$ cat src/rtl/speed_meter.sv
// speed_meter: reed period measurement, moving average, stall detection
// and divider-based speed calculation for the bike computer.
module speed_meter #(
    parameter int               CNT_W    = 16,
    parameter int               SPD_W    = 12,
    parameter int               CIRC_W   = 8,
    parameter logic [15:0]      CONST    = 16'h49BA,
    parameter int               SPD_MAX  = 99,
    parameter int               AVG_LOG2 = 2,
    parameter logic [CNT_W-1:0] TIMEOUT  = 16'hFFFF
) (
    input  logic              clk,
    input  logic              rst,
    input  logic              en,
    input  logic              reed,
    input  logic [CIRC_W-1:0] circ,
    input  logic              start,
    input  logic              div_busy,
    input  logic              div_ready,
    input  logic [CNT_W-1:0]  div_res,
    output logic [CNT_W-1:0]  div_dividend,
    output logic [CNT_W-1:0]  div_divisor,
    output logic              div_req,
    output logic [SPD_W-1:0]  speed,
    output logic              valid,
    output logic              stalled
);

    localparam int DEPTH  = 1 << AVG_LOG2;
    localparam int SUM_W  = CNT_W + AVG_LOG2;
    localparam int PTR_W  = (AVG_LOG2 > 0) ? AVG_LOG2 : 1;
    localparam int PROD_W = CIRC_W + 16;
    localparam logic [CNT_W-1:0] SAT_CNT = CNT_W'(SPD_MAX);
    localparam logic [SPD_W-1:0] SAT_SPD = SPD_W'(SPD_MAX);

    typedef enum logic [1:0] {
        IDLE,
        WAIT_FREE,
        WAIT_BUSY,
        WAIT_DONE
    } state_t;

    state_t state, state_nxt;

    logic             reed_q;
    logic             rise;
    logic             primed;
    logic [CNT_W-1:0] cnt;
    logic [CNT_W-1:0] ring [DEPTH];
    logic [PTR_W-1:0] wptr;
    logic [PTR_W-1:0] wptr_nxt;
    logic [SUM_W-1:0] sum;
    logic [CNT_W-1:0] avg;
    logic [CNT_W-1:0] dividend;
    logic [PROD_W-1:0] prod;
    logic [SPD_W-1:0] res_sat;

    logic             issue;
    logic             finish;
    logic             fast;
    logic [SPD_W-1:0] fast_spd;
    logic             clr_valid;

    assign rise     = reed & ~reed_q;
    assign avg      = CNT_W'(sum >> AVG_LOG2);
    assign prod     = PROD_W'(circ) * PROD_W'(CONST);
    assign dividend = CNT_W'(prod >> 8);
    assign wptr_nxt = (AVG_LOG2 == 0) ? '0 : wptr + 1'b1;
    assign res_sat  = (div_res > SAT_CNT) ? SAT_SPD : div_res[SPD_W-1:0];

    // Period measurement and moving-average ring
    always_ff @(posedge clk) begin
        if (rst) begin
            reed_q  <= 1'b0;
            cnt     <= '0;
            primed  <= 1'b0;
            stalled <= 1'b1;
            sum     <= '0;
            wptr    <= '0;
            for (int i = 0; i < DEPTH; i++) begin
                ring[i] <= '0;
            end
        end else begin
            reed_q <= reed;
            if (rise) begin
                cnt <= '0;
                if (!primed) begin
                    primed <= 1'b1;
                end else if (stalled) begin
                    for (int i = 0; i < DEPTH; i++) begin
                        ring[i] <= cnt;
                    end
                    sum     <= SUM_W'(cnt) << AVG_LOG2;
                    stalled <= 1'b0;
                end else begin
                    ring[wptr] <= cnt;
                    sum        <= sum - SUM_W'(ring[wptr]) + SUM_W'(cnt);
                    wptr       <= wptr_nxt;
                end
            end else if (cnt == TIMEOUT) begin
                stalled <= 1'b1;
                primed  <= 1'b0;
            end else if (en) begin
                cnt <= cnt + 1'b1;
            end
        end
    end

    always_ff @(posedge clk) begin
        if (rst) begin
            state <= IDLE;
        end else begin
            state <= state_nxt;
        end
    end

    always_comb begin
        state_nxt = state;
        issue     = 1'b0;
        finish    = 1'b0;
        fast      = 1'b0;
        fast_spd  = '0;
        clr_valid = 1'b0;
        unique case (state)
            IDLE: begin
                if (start) begin
                    clr_valid = 1'b1;
                    if (stalled) begin
                        fast = 1'b1;
                    end else if (avg == '0) begin
                        fast     = 1'b1;
                        fast_spd = SAT_SPD;
                    end else begin
                        state_nxt = WAIT_FREE;
                    end
                end
            end
            WAIT_FREE: begin
                if (!div_busy) begin
                    issue     = 1'b1;
                    state_nxt = WAIT_BUSY;
                end
            end
            WAIT_BUSY: begin
                if (div_busy) begin
                    state_nxt = WAIT_DONE;
                end
            end
            WAIT_DONE: begin
                if (div_ready) begin
                    finish    = 1'b1;
                    state_nxt = IDLE;
                end
            end
            default: state_nxt = IDLE;
        endcase
    end

    // Operands are frozen here so later reed edges cannot disturb a result
    always_ff @(posedge clk) begin
        if (rst) begin
            speed        <= '0;
            valid        <= 1'b0;
            div_req      <= 1'b0;
            div_dividend <= '0;
            div_divisor  <= '0;
        end else begin
            div_req <= issue;
            if (issue) begin
                div_dividend <= dividend;
                div_divisor  <= avg;
            end
            if (fast) begin
                speed <= fast_spd;
                valid <= 1'b1;
            end else if (finish) begin
                speed <= res_sat;
                valid <= 1'b1;
            end else if (clr_valid) begin
                valid <= 1'b0;
            end
        end
    end

endmodule

$ cat config.mk
export PLATFORM = sky130hd
export DESIGN_NAME = speed_meter
export DESIGN_NICKNAME = d
export VERILOG_FILES = /design/src/rtl/speed_meter.sv
export SDC_FILE = /design/constraint.sdc
export NUM_CORES = 1
export LEC_CHECK = 0
export BUFFER_PORTS_ARGS = -buffer_cell sky130_fd_sc_hd__buf_4
export CORE_MARGIN = 3
export CORE_UTILIZATION = 32
export DETAILED_ROUTE_END_ITERATION = 10
export GPL_ROUTABILITY_DRIVEN = 0
export GPL_TIMING_DRIVEN = 0
export HOLD_SLACK_MARGIN = 0.05
export PLACE_DENSITY_LB_ADDON = 0.25
export SYNTH_ARGS = -nofsm -noshare
export SYNTH_HDL_FRONTEND = slang
export SYNTH_SLANG_ARGS = --single-unit
$ cat constraint.sdc
create_clock -name clk -period 5.9 [get_ports clk]
set_input_delay 0 -clock clk [delete_from_list [all_inputs] [get_ports clk]]
set_output_delay 0 -clock clk [all_outputs]
set_load 0.02 [all_outputs]
==> run summary, run 1 <==
Synth Area in Compound Gates - 12.4%
CP top delay family - buffers and inverters
Clock network fraction of total power - 33.6%
Rel. slew slack - 44.4%
Starting Density - 32.9%
Max IR drop VDD - 0.160 mV
Synthesized area per cell - 9.57 sq um
Post-synthesis adder-cell area fraction - 18.3%
Pin count of the biggest net entering global routing - 18
Synthesized area - 9870 sq um
Setup violators final - 0
XOR/XNOR share of the synthesized area - 1.95%
Antenna Violating Nets Remaining - 0
Max Freq - 235 MHz
Via count - 8194
Library cells used by synthesis - 74
Main combinational cell family by area after synthesis - adder cells
Worst clock skew - 0.0111 ns
Outcome - finished, final reports clean
CP Capture Type - flop
Worst Path Arrival - 4.57 ns
CP required - 6.22 ns
Critical path, cell by cell - clkbuf_1 -> clkbuf_1 -> mux4_2 -> fa_1 -> inv_1 -> ha_1 -> nand4_1 -> a21oi_1 -> o21ai_1 -> mux2i_1 -> or3_1
Clk sinks - 152
Final hold violation count - 0
DR pass1 iterations - 5
P_int - 2.33 mW
Post-CTS Setup Bufs - 0
Peak fanout along the critical path - 10
Cts repair resizes - 0
Site Rows - 63
Die area - 33000 sq um
Synth Warn # - 0
Startpoint types - flop
CTS tree - yes
Unrepaired setup endpoints after global routing - no
DRT iter0 DRCs - 687
Clock root buffer - clkbuf_16
Max Buffers Root-to-Sink - 2
Finished Cell Area - 11900 sq um
Worst skew pair latency - 0.44 ns
Worst path max stage delay - 0.62 ns
Layout Nets - 1303
Pleak - 4.82 nW
CP dominant cell by count - clkbuf_1
Setup TNS - 0 ns
Worst-path clk slew - 0.07 ns
Num CTS Buffers - 17
Mux share of post-synthesis cell area - 4.68%
Switching portion of total power - 36.2%
First-pass GRT wire length - 45400 um
CORE AREA - 30000 sq um
I/O Pins - 78
Total power divided by cell area - 307 nW/um^2
Die width - 182 um
Mapped Cells - 1031
DRC - 0
WL final - 28900 um
Vias in the first global route - 8001
Synthesized net count - 1182
DP Worst Slack - 1.69 ns
Finished Core Util - 39.5%
H-Tree Depth - 4
Buf+Inv Stages, Crit Path - 3
Fin worst setup slack - 1.65 ns
Ys async rst share - 0%
Vias/cell - 5.27
Antenna fix cells - 0
Worst-Margin Slew - 0.835 ns
Hold-fix buffers, CTS - 22
# Max-Cap Violations - 0
Seq cells post-synth - 152
Sw power - 1.32 mW
Gr ovfl total - 0
Main flop type after synthesis - dfxtp_1
Reg power frac - 33.0%
Area Overhead vs Synth - 20.3%
Number of enable flip-flop cells after synthesis - 64
WS Path Type - flop to flop
Simple-Gate Fraction of Synth Area - 17.8%
Slowest stage cell, crit path - clkbuf_1
Die Ht - 182 um
DPL Wire Length - 21700 um
Combinational fraction of design power - 33.4%
Initial antenna violation count - 0
GRT Overall Usage - 17.5%
Placed cell area - 11000 sq um
Tmin final - 4.25 ns
Share of layout cells above drive strength 1 - 14.4%
DR WL/cell - 18.6 um
Tcrit/Tclk final - 72.1%
Final Max Tran Viols - 0
Post-synthesis sequential area ratio - 37.3%
Fillers - 3032
Hold crit path type - input port to flop
Port bufs - 76
-- synthesized netlist by cell type, types with 5 or more instances --
library cell / n / share of area (%)
nor4_1: 66 / 4.2
o21ai_1: 13 / 0.66
inv_1: 132 / 5.0
dfxtp_1: 88 / 18
and3_1: 9 / 0.57
mux4_2: 16 / 3.7
clkbuf_1: 32 / 1.2
buf_2: 11 / 0.56
edfxtp_1: 64 / 19
nor2_1: 56 / 2.1
and2_1: 7 / 0.44
mux2i_1: 9 / 0.91
buf_1: 10 / 0.38
xor2_1: 5 / 0.44
nand4_1: 17 / 1.1
nor3_1: 15 / 0.76
or3_1: 13 / 0.82
a211oi_1: 16 / 1.2
a21oi_1: 77 / 3.9
ha_1: 79 / 10
xnor2_1: 17 / 1.5
o22ai_1: 5 / 0.32
nand3_1: 26 / 1.3
o211ai_1: 6 / 0.46
fa_1: 41 / 8.3
o21ai_0: 19 / 0.96
nand2_1: 87 / 3.3
a21o_1: 11 / 0.84
-- layer usage --
metal	vias to the layer above	track usage, %	share of wire, %
met4	0	4.78	2.0
met2	244	27.2	46
met3	38	3.04	5.5
met5	-	0	0
li1	3939	-	-
met1	3973	25.1	47
-- logic make-up after synthesis --
family | after synthesis
XOR/XNOR | 22
AND/OR/NAND/NOR | 330
multiplexers | 26
adder cells (fa/ha/maj) | 120
flip-flops | 152
buffers and inverters | 190
AO/OA/AOI/OAI | 190
other | 1
-- sequential cells by signal, summed over array words and instances (netlist names), named ones only --
| name | count |
|---|---|
| cnt | 16 |
| div_dividend | 15 |
| div_divisor | 16 |
| div_req | 1 |
| primed | 1 |
| reed_q | 1 |
| ring | 64 |
| speed | 12 |
| stalled | 1 |
| state | 2 |
| sum | 18 |
| valid | 1 |
| wptr | 2 |
-- area by class of cell --
cell class                 count  area, sq um  share of cell area, %
inverter                     134          503                   4.24
clock inverter                15          223                   1.88
clock buffer                  17          425                   3.58
timing repair buffer         102          851                   7.17
sequential                   152         3680                   31.0
buffer                        56          239                   2.01
tap                          390          488                   4.11
multi-input combinational    689         5460                   46.0
-- worst reg2reg max path: stages (launching register included) --
cell and delay (ns):
dfxtp_1 0.31, clkbuf_1 0.38, clkbuf_1 0.62, mux4_2 0.48
fa_1 0.51, inv_1 0.04, ha_1 0.39, nand4_1 0.12
a21oi_1 0.49, o21ai_1 0.27, mux2i_1 0.16, or3_1 0.35
-- worst paths after layout --
| path | slack, ns | depth (start not counted) | to | start |
|---|---|---|---|---|
| worst min register to register | 0.45 | 2 | div_dividend[1] | div_dividend[1] |
| worst max-delay path | 1.65 | 11 | sum[13] | flop |
| worst min-delay path | 0.08 | 6 | state[0] | div_busy |
| worst max register to register | 1.65 | 11 | sum[13] | flop |
-- power groups by stage --
stage	sequential, mW	combinational [mW]	clock [mW]
after floorplan	1.26	0.825	0
after global placement	1.23	1.19	0
after detailed placement	1.23	1.20	0
after CTS	1.20	1.22	1.24
after global routing	1.21	1.38	1.29
final	1.20	1.22	1.22
-- cells in the final DEF (no fill, tap or decap), types with 16 or more instances in the layout --
| cell type | netlist | final |
|---|---|---|
| nand4_1 | 17 | 17 |
| a21oi_1 | 77 | 77 |
| fa_1 | 41 | 41 |
| nor2_1 | 56 | 56 |
| nand3_1 | 26 | 26 |
| nand2_1 | 87 | 87 |
| dlygate4sd3_1 | 0 | 22 |
| nor4_1 | 66 | 66 |
| dfxtp_1 | 88 | 88 |
| clkbuf_1 | 32 | 32 |
| inv_1 | 132 | 132 |
| xnor2_1 | 17 | 17 |
| mux4_2 | 16 | 16 |
| edfxtp_1 | 64 | 64 |
| clkbuf_16 | 0 | 17 |
| ha_1 | 79 | 79 |
| a211oi_1 | 16 | 16 |
| buf_4 | 2 | 78 |
-- through the flow --
stage	hold slack (ns)	power (mW)	std cells
floorplan	0.128	2.08	1031
global placement	0.277	2.41	1497
detailed placement	0.280	2.42	1501
CTS	0.0629	3.67	1555
global route	0.144	3.88	1555
finish	0.0789	3.64	1555
Power figures use the tool's default switching activity.
==> run 2, diff against run 1 <==
clock period = 3.67 ns   (was 5.9 ns; I/O delays follow)
==> run summary, run 2 (same netlist as run 1, synthesis figures left out) <==
Via count - 8151 (-0.52%)
Starting Density - 32.9% (unchanged)
Gr ovfl total - 0 (unchanged)
Worst skew pair latency - 0.44 ns (about the same)
Setup violators final - 0 (unchanged)
Die width - 182 um (unchanged)
Worst path max stage delay - 0.56 ns (-0.06 ns)
Tot Pwr - 5.82 mW (+60%)
Worst-path clk slew - 0.08 ns (about the same)
Hold Worst Slack - 0.0834 ns (+0.00454 ns)
DPL Wire Length - 21200 um (-2.3%)
Hold path endpoint - state[1]
Clk sinks - 152 (unchanged)
# Max-Cap Violations - 0 (unchanged)
Final hold violation count - 0 (unchanged)
DP Worst Slack - -0.449 ns (-2.14 ns)
Pin count of the biggest net entering global routing - 21 (+3)
Site Rows - 63 (unchanged)
CP top delay family - adder cells
CORE AREA - 30000 sq um (unchanged)
Total power divided by cell area - 487 nW/um^2 (+59%)
CP required - 3.99 ns (-2.23 ns)
Antenna Violating Nets Remaining - 0 (unchanged)
Antenna fix cells - 0 (unchanged)
Tmin final - 3.57 ns (-0.687 ns)
Area Overhead vs Synth - 21.1%
CP Capture Type - flop
Num CTS Buffers - 17 (unchanged)
Most flops, register - ring
H-Tree Depth - 4 (unchanged)
Worst Path Arrival - 3.89 ns (-0.68 ns)
DRC - 0 (unchanged)
Hold crit path type - input port to flop
FF-to-FF End - sum[14]
R2R depth - 11 (unchanged)
WL final - 28200 um (-2.2%)
CP dominant cell by count - fa_1
Startpoint types - flop
Worst clock skew - 0.0164 ns (+0.00528 ns)
Clock root buffer - clkbuf_16
R2R Setup Slk - 0.10 ns (-1.54 ns)
Die area - 33000 sq um (unchanged)
GRT Overall Usage - 16.9% (-0.62 points)
Most frequent cells in the layout - 132 x inv_1, 88 x dfxtp_1, 87 x nand2_1, 81 x buf_4, 79 x ha_1
Hold path depth - 6 (unchanged)
Final Max Tran Viols - 0 (unchanged)
Max IR drop VDD - 0.249 mV (+56%)
Share of layout cells above drive strength 1 - 15.5% (+1.1 points)
Die Ht - 182 um (unchanged)
DRT iter0 DRCs - 601 (-13%)
Peak fanout along the critical path - 7 (-3)
Tcrit/Tclk final - 97.2% (+25 points)
Max Freq - 280 MHz (+19%)
DR WL/cell - 18.1 um (-2.3%)
Slowest stage cell, crit path - mux4_2
Fin worst setup slack - 0.104 ns (-1.54 ns)
DR pass1 iterations - 5 (unchanged)
Largest regs - ring: 64 flops, sum: 18 flops
CTS tree - yes
Critical path, cell by cell - buf_4 -> mux4_2 -> fa_1 -> inv_1 -> fa_1 -> a211oi_2 -> o21a_2 -> a21oi_2 -> a21oi_4 -> mux2i_1 -> or3_1
Finished Layout Cells - 1557 (+0.13%)
Rel. slew slack - 47.5% (+3.1 points)
Most common cell after layout, fill and taps aside - inv_1
Vias in the first global route - 7830 (-2.1%)
Layout Nets - 1305 (+0.15%)
Vias/cell - 5.24 (-0.65%)
Hold_sp - div_busy
I/O Pins - 78 (unchanged)
Outcome - finished, final reports clean
Port bufs - 76 (unchanged)
Worst-Margin Slew - 0.788 ns (-0.0466 ns)
Finished Core Util - 39.8% (+0.25 points)
Placed insts - 1501 (unchanged)
Unrepaired setup endpoints after global routing - no
First-pass GRT wire length - 44200 um (-2.6%)
WS Path Type - flop to flop
Initial antenna violation count - 0 (unchanged)
Max Buffers Root-to-Sink - 2 (unchanged)
Buf+Inv Stages, Crit Path - 2 (-1)
Max reg flops - 64 (unchanged)
Pleak - 4.83 nW (+0.30%)
==> run 2: per-layer routing <==
metal  wire [um]  global-route usage [%]
met2       13000                    26.2
met1       13800                    24.9
met5           0                       0
met4         444                    3.81
met3         979                    2.42
==> run 2: worst max path at each step <==
stage,startpoint,end,cells past startpoint
2_1_floorplan,circ[5],div_dividend[8],15
3_3_place_gp,stalled,ring[3][12],4
3_5_place_dp,flop,sum[15],11
4_1_cts,flop,sum[17],11
5_1_grt,circ[5],div_dividend[8],16
6_report,flop,sum[14],11
==> run 2: power breakdown <==
group / total (mW) / switching, mW / internal [mW]
Clock: 1.84 / 0.896 / 0.941
Sequential: 1.94 / 0.0698 / 1.87
Combinational: 2.05 / 1.23 / 0.816
Total: 5.82 / 2.19 / 3.62
==> run 2: layout make-up <==
cell class,instances,area (sq um)
fill,3004,18100
multi-input combinational,689,5510
timing repair buffer,105,876
buffer,55,258
clock buffer,17,425
tap,390,488
clock inverter,15,201
inverter,134,503
sequential,152,3680
==> run 2: timing repair <==
action,in CTS,in global routing
hold buffers,23,0
gates resized for setup,8,9
cloned,0,0
hold endpoints to repair,13,0
setup buffers,0,2
endpoints found under the setup margin,10,10
pin swaps,0,4
==> run 2: stage by stage <==
stage,area (sq um),setup TNS (ns)
final,11900,0
after floorplan,9870,0
after global placement,10900,-33.20
after detailed placement,11000,-4.97
after global routing,11900,0
after CTS,11900,0
==> run 2: tightest hold or removal path, stage by stage <==
cell,delay (ns)
buf_4,0.10
mux2i_1,0.06
o21ai_0,0.06
a21oi_1,0.07
mux2i_1,0.12
nor2_1,0.07
==> run 3, diff against run 2 <==
CAP_MARGIN = 20   (was default)
SETUP_SLACK_MARGIN = 0.15   (was default)
==> run summary, run 3 (same netlist as run 1, synthesis figures left out) <==
Worst skew pair latency - 0.44 ns (about the same)
Startpoint types - flop
Max Buffers Root-to-Sink - 2 (unchanged)
Switching portion of total power - 37.8% (+0.061 points)
Clock network fraction of total power - 30.3% (-1.3 points)
Pin count of the biggest net entering global routing - 19 (-9.5%)
Initial antenna violation count - 0 (unchanged)
Finished Core Util - 40.1% (+0.35 points)
H-Tree Depth - 4 (unchanged)
Tmin final - 3.42 ns (-0.141 ns)
Tcrit/Tclk final - 93.3% (-3.9 points)
R2R Setup Slk - 0.25 ns (+0.14 ns)
FF-to-FF End - sum[17]
Most frequent cells in the layout - 129 x inv_1, 88 x dfxtp_1, 87 x nand2_1, 84 x buf_4, 76 x ha_1
Finished Layout Cells - 1564 (+0.45%)
Layout Nets - 1312 (+0.54%)
Unrepaired setup endpoints after global routing - yes
Hold path depth - 3 (-3)
DRT iter0 DRCs - 632 (+5.2%)
CP required - 3.98 ns (about the same)
Hold Worst Slack - 0.0892 ns (+0.00579 ns)
Worst-Margin Slew - 0.788 ns (+0.000351 ns)
CORE AREA - 30000 sq um (unchanged)
Outcome - finished, final reports clean
# Max-Cap Violations - 0 (unchanged)
Hold_sp - div_busy
I/O Pins - 78 (unchanged)
DRC - 0 (unchanged)
GRT Overall Usage - 17.2% (+0.34 points)
Max IR drop VDD - 0.248 mV (-0.54%)
Vias/cell - 5.29 (+1.1%)
Site Rows - 63 (unchanged)
R2R depth - 13 (+2)
CTS tree - yes
Via count - 8279 (+1.6%)
Gr ovfl total - 0 (unchanged)
DPL Wire Length - 21600 um (+2.0%)
Antenna Violating Nets Remaining - 0 (unchanged)
Total power divided by cell area - 488 nW/um^2 (+0.16%)
WL final - 28900 um (+2.5%)
Setup violators final - 0 (unchanged)
Worst Path Arrival - 3.73 ns (-0.16 ns)
DR WL/cell - 18.5 um (+2.0%)
Max reg flops - 64 (unchanged)
Reg power frac - 32.9% (-0.4 points)
DR pass1 iterations - 7 (+2)
Die Ht - 182 um (unchanged)
Sw power - 2.22 mW (+1.2%)
Placed cell area - 11000 sq um (unchanged)
Finished Cell Area - 12000 sq um (+0.88%)
Final Max Tran Viols - 0 (unchanged)
Num CTS Buffers - 17 (unchanged)
WS Path Type - flop to flop
Pleak - 4.86 nW (+0.52%)
Largest regs - ring: 64 flops, sum: 18 flops
Share of layout cells above drive strength 1 - 17.1% (+1.6 points)
Port bufs - 76 (unchanged)
Clock root buffer - clkbuf_16
Most common cell after layout, fill and taps aside - inv_1
Worst clock skew - 0.0157 ns (-0.000713 ns)
Rel. slew slack - 47.4% (about the same)
Hold crit path type - input port to flop
Die area - 33000 sq um (unchanged)
Area Overhead vs Synth - 22.1%
Hold path endpoint - div_req
Starting Density - 32.9% (unchanged)
P_int - 3.66 mW (+0.94%)
Max Freq - 292 MHz (+4.1%)
Most flops, register - ring
First-pass GRT wire length - 45100 um (+2.0%)
Vias in the first global route - 8081 (+3.2%)
Placed insts - 1501 (unchanged)
Setup TNS - 0 ns (unchanged)
CP Capture Type - flop
Peak fanout along the critical path - 10 (+3)
Die width - 182 um (unchanged)
Antenna fix cells - 0 (unchanged)
Worst-path clk slew - 0.08 ns (about the same)
Clk sinks - 152 (unchanged)
Combinational fraction of design power - 36.8% (+1.6 points)
Final hold violation count - 0 (unchanged)
==> run 3: changes by cell type in the layout (fill, tap and decap cells not counted), moves of 2 or more <==
cell,delta
a21oi_1,-2
buf_4,+3
ha_2,+2
buf_6,+4
clkbuf_2,+2
inv_1,-3
inv_12,-2
inv_6,+2
inv_2,+3
clkinv_8,-3
ha_1,-3
==> run 3: worst max-delay path, cell delays in order, from the launching register on <==
cell and delay [ns]:
dfxtp_1 0.33, buf_6 0.16, buf_12 0.17, mux4_2 0.54, fa_1 0.51, inv_1 0.04
ha_1 0.26, clkbuf_4 0.18, nand4_1 0.13, o22ai_2 0.18, nor4_2 0.08, o31ai_1 0.26
mux2i_1 0.11, or3_1 0.34
==> run 3: stage by stage <==
| step | setup slack, ns | total power [mW] |
|---|---|---|
| 3_5_place_dp | -0.470 | 3.93 |
| 5_1_grt | 0.0755 | 6.24 |
| 4_1_cts | 0.167 | 5.75 |
| 3_3_place_gp | -0.730 | 3.90 |
| 2_1_floorplan | 0.0768 | 3.37 |
| 6_report | 0.245 | 5.88 |
==> run 3: what timing repair did <==
| action | CTS | global route |
|---|---|---|
| setup buffers | 0 | 8 |
| pin swaps | 1 | 13 |
| hold endpoints to repair | 13 | 0 |
| endpoints found under the setup margin | 11 | 17 |
| hold buffers | 23 | 0 |
| resized for setup | 15 | 29 |
==> run 3: power groups by stage <==
stage	Clock [mW]	Combinational [mW]	Sequential, mW
after global placement	0	1.92	1.97
final	1.78	2.16	1.94
after floorplan	0	1.35	2.02
after global routing	1.88	2.41	1.95
after detailed placement	0	1.95	1.97
after CTS	1.81	2.01	1.94
==> run 3: area by class of cell <==
type | instances | area (sq um)
Inverter | 134 | 503
Fill cell | 2999 | 18000
Buffer | 56 | 275
Sequential cell | 152 | 3680
Tap cell | 390 | 488
Multi-Input combinational cell | 689 | 5580
Clock inverter | 15 | 165
Clock buffer | 17 | 425
Timing Repair Buffer | 111 | 932
==> run 3: routing by layer <==
| metal | vias to the layer above | wire length [um] | GRT usage [%] |
|---|---|---|---|
| met1 | 4035 | 13400 | 24.5 |
| met3 | 29 | 1570 | 2.32 |
| met4 | 0 | 421 | 4.48 |
| li1 | 3958 | - | - |
| met2 | 257 | 13500 | 27.6 |
| met5 | - | 0 | 0 |
==> run 3: worst max path at each step <==
stage	end	slack [ns]	depth (start not counted)
after floorplan	div_dividend[8]	0.08	15
after global placement	ring[3][13]	-0.73	4
after detailed placement	sum[13]	-0.47	11
after CTS	sum[17]	0.17	13
after global routing	sum[17]	0.08	13
final	sum[17]	0.25	13
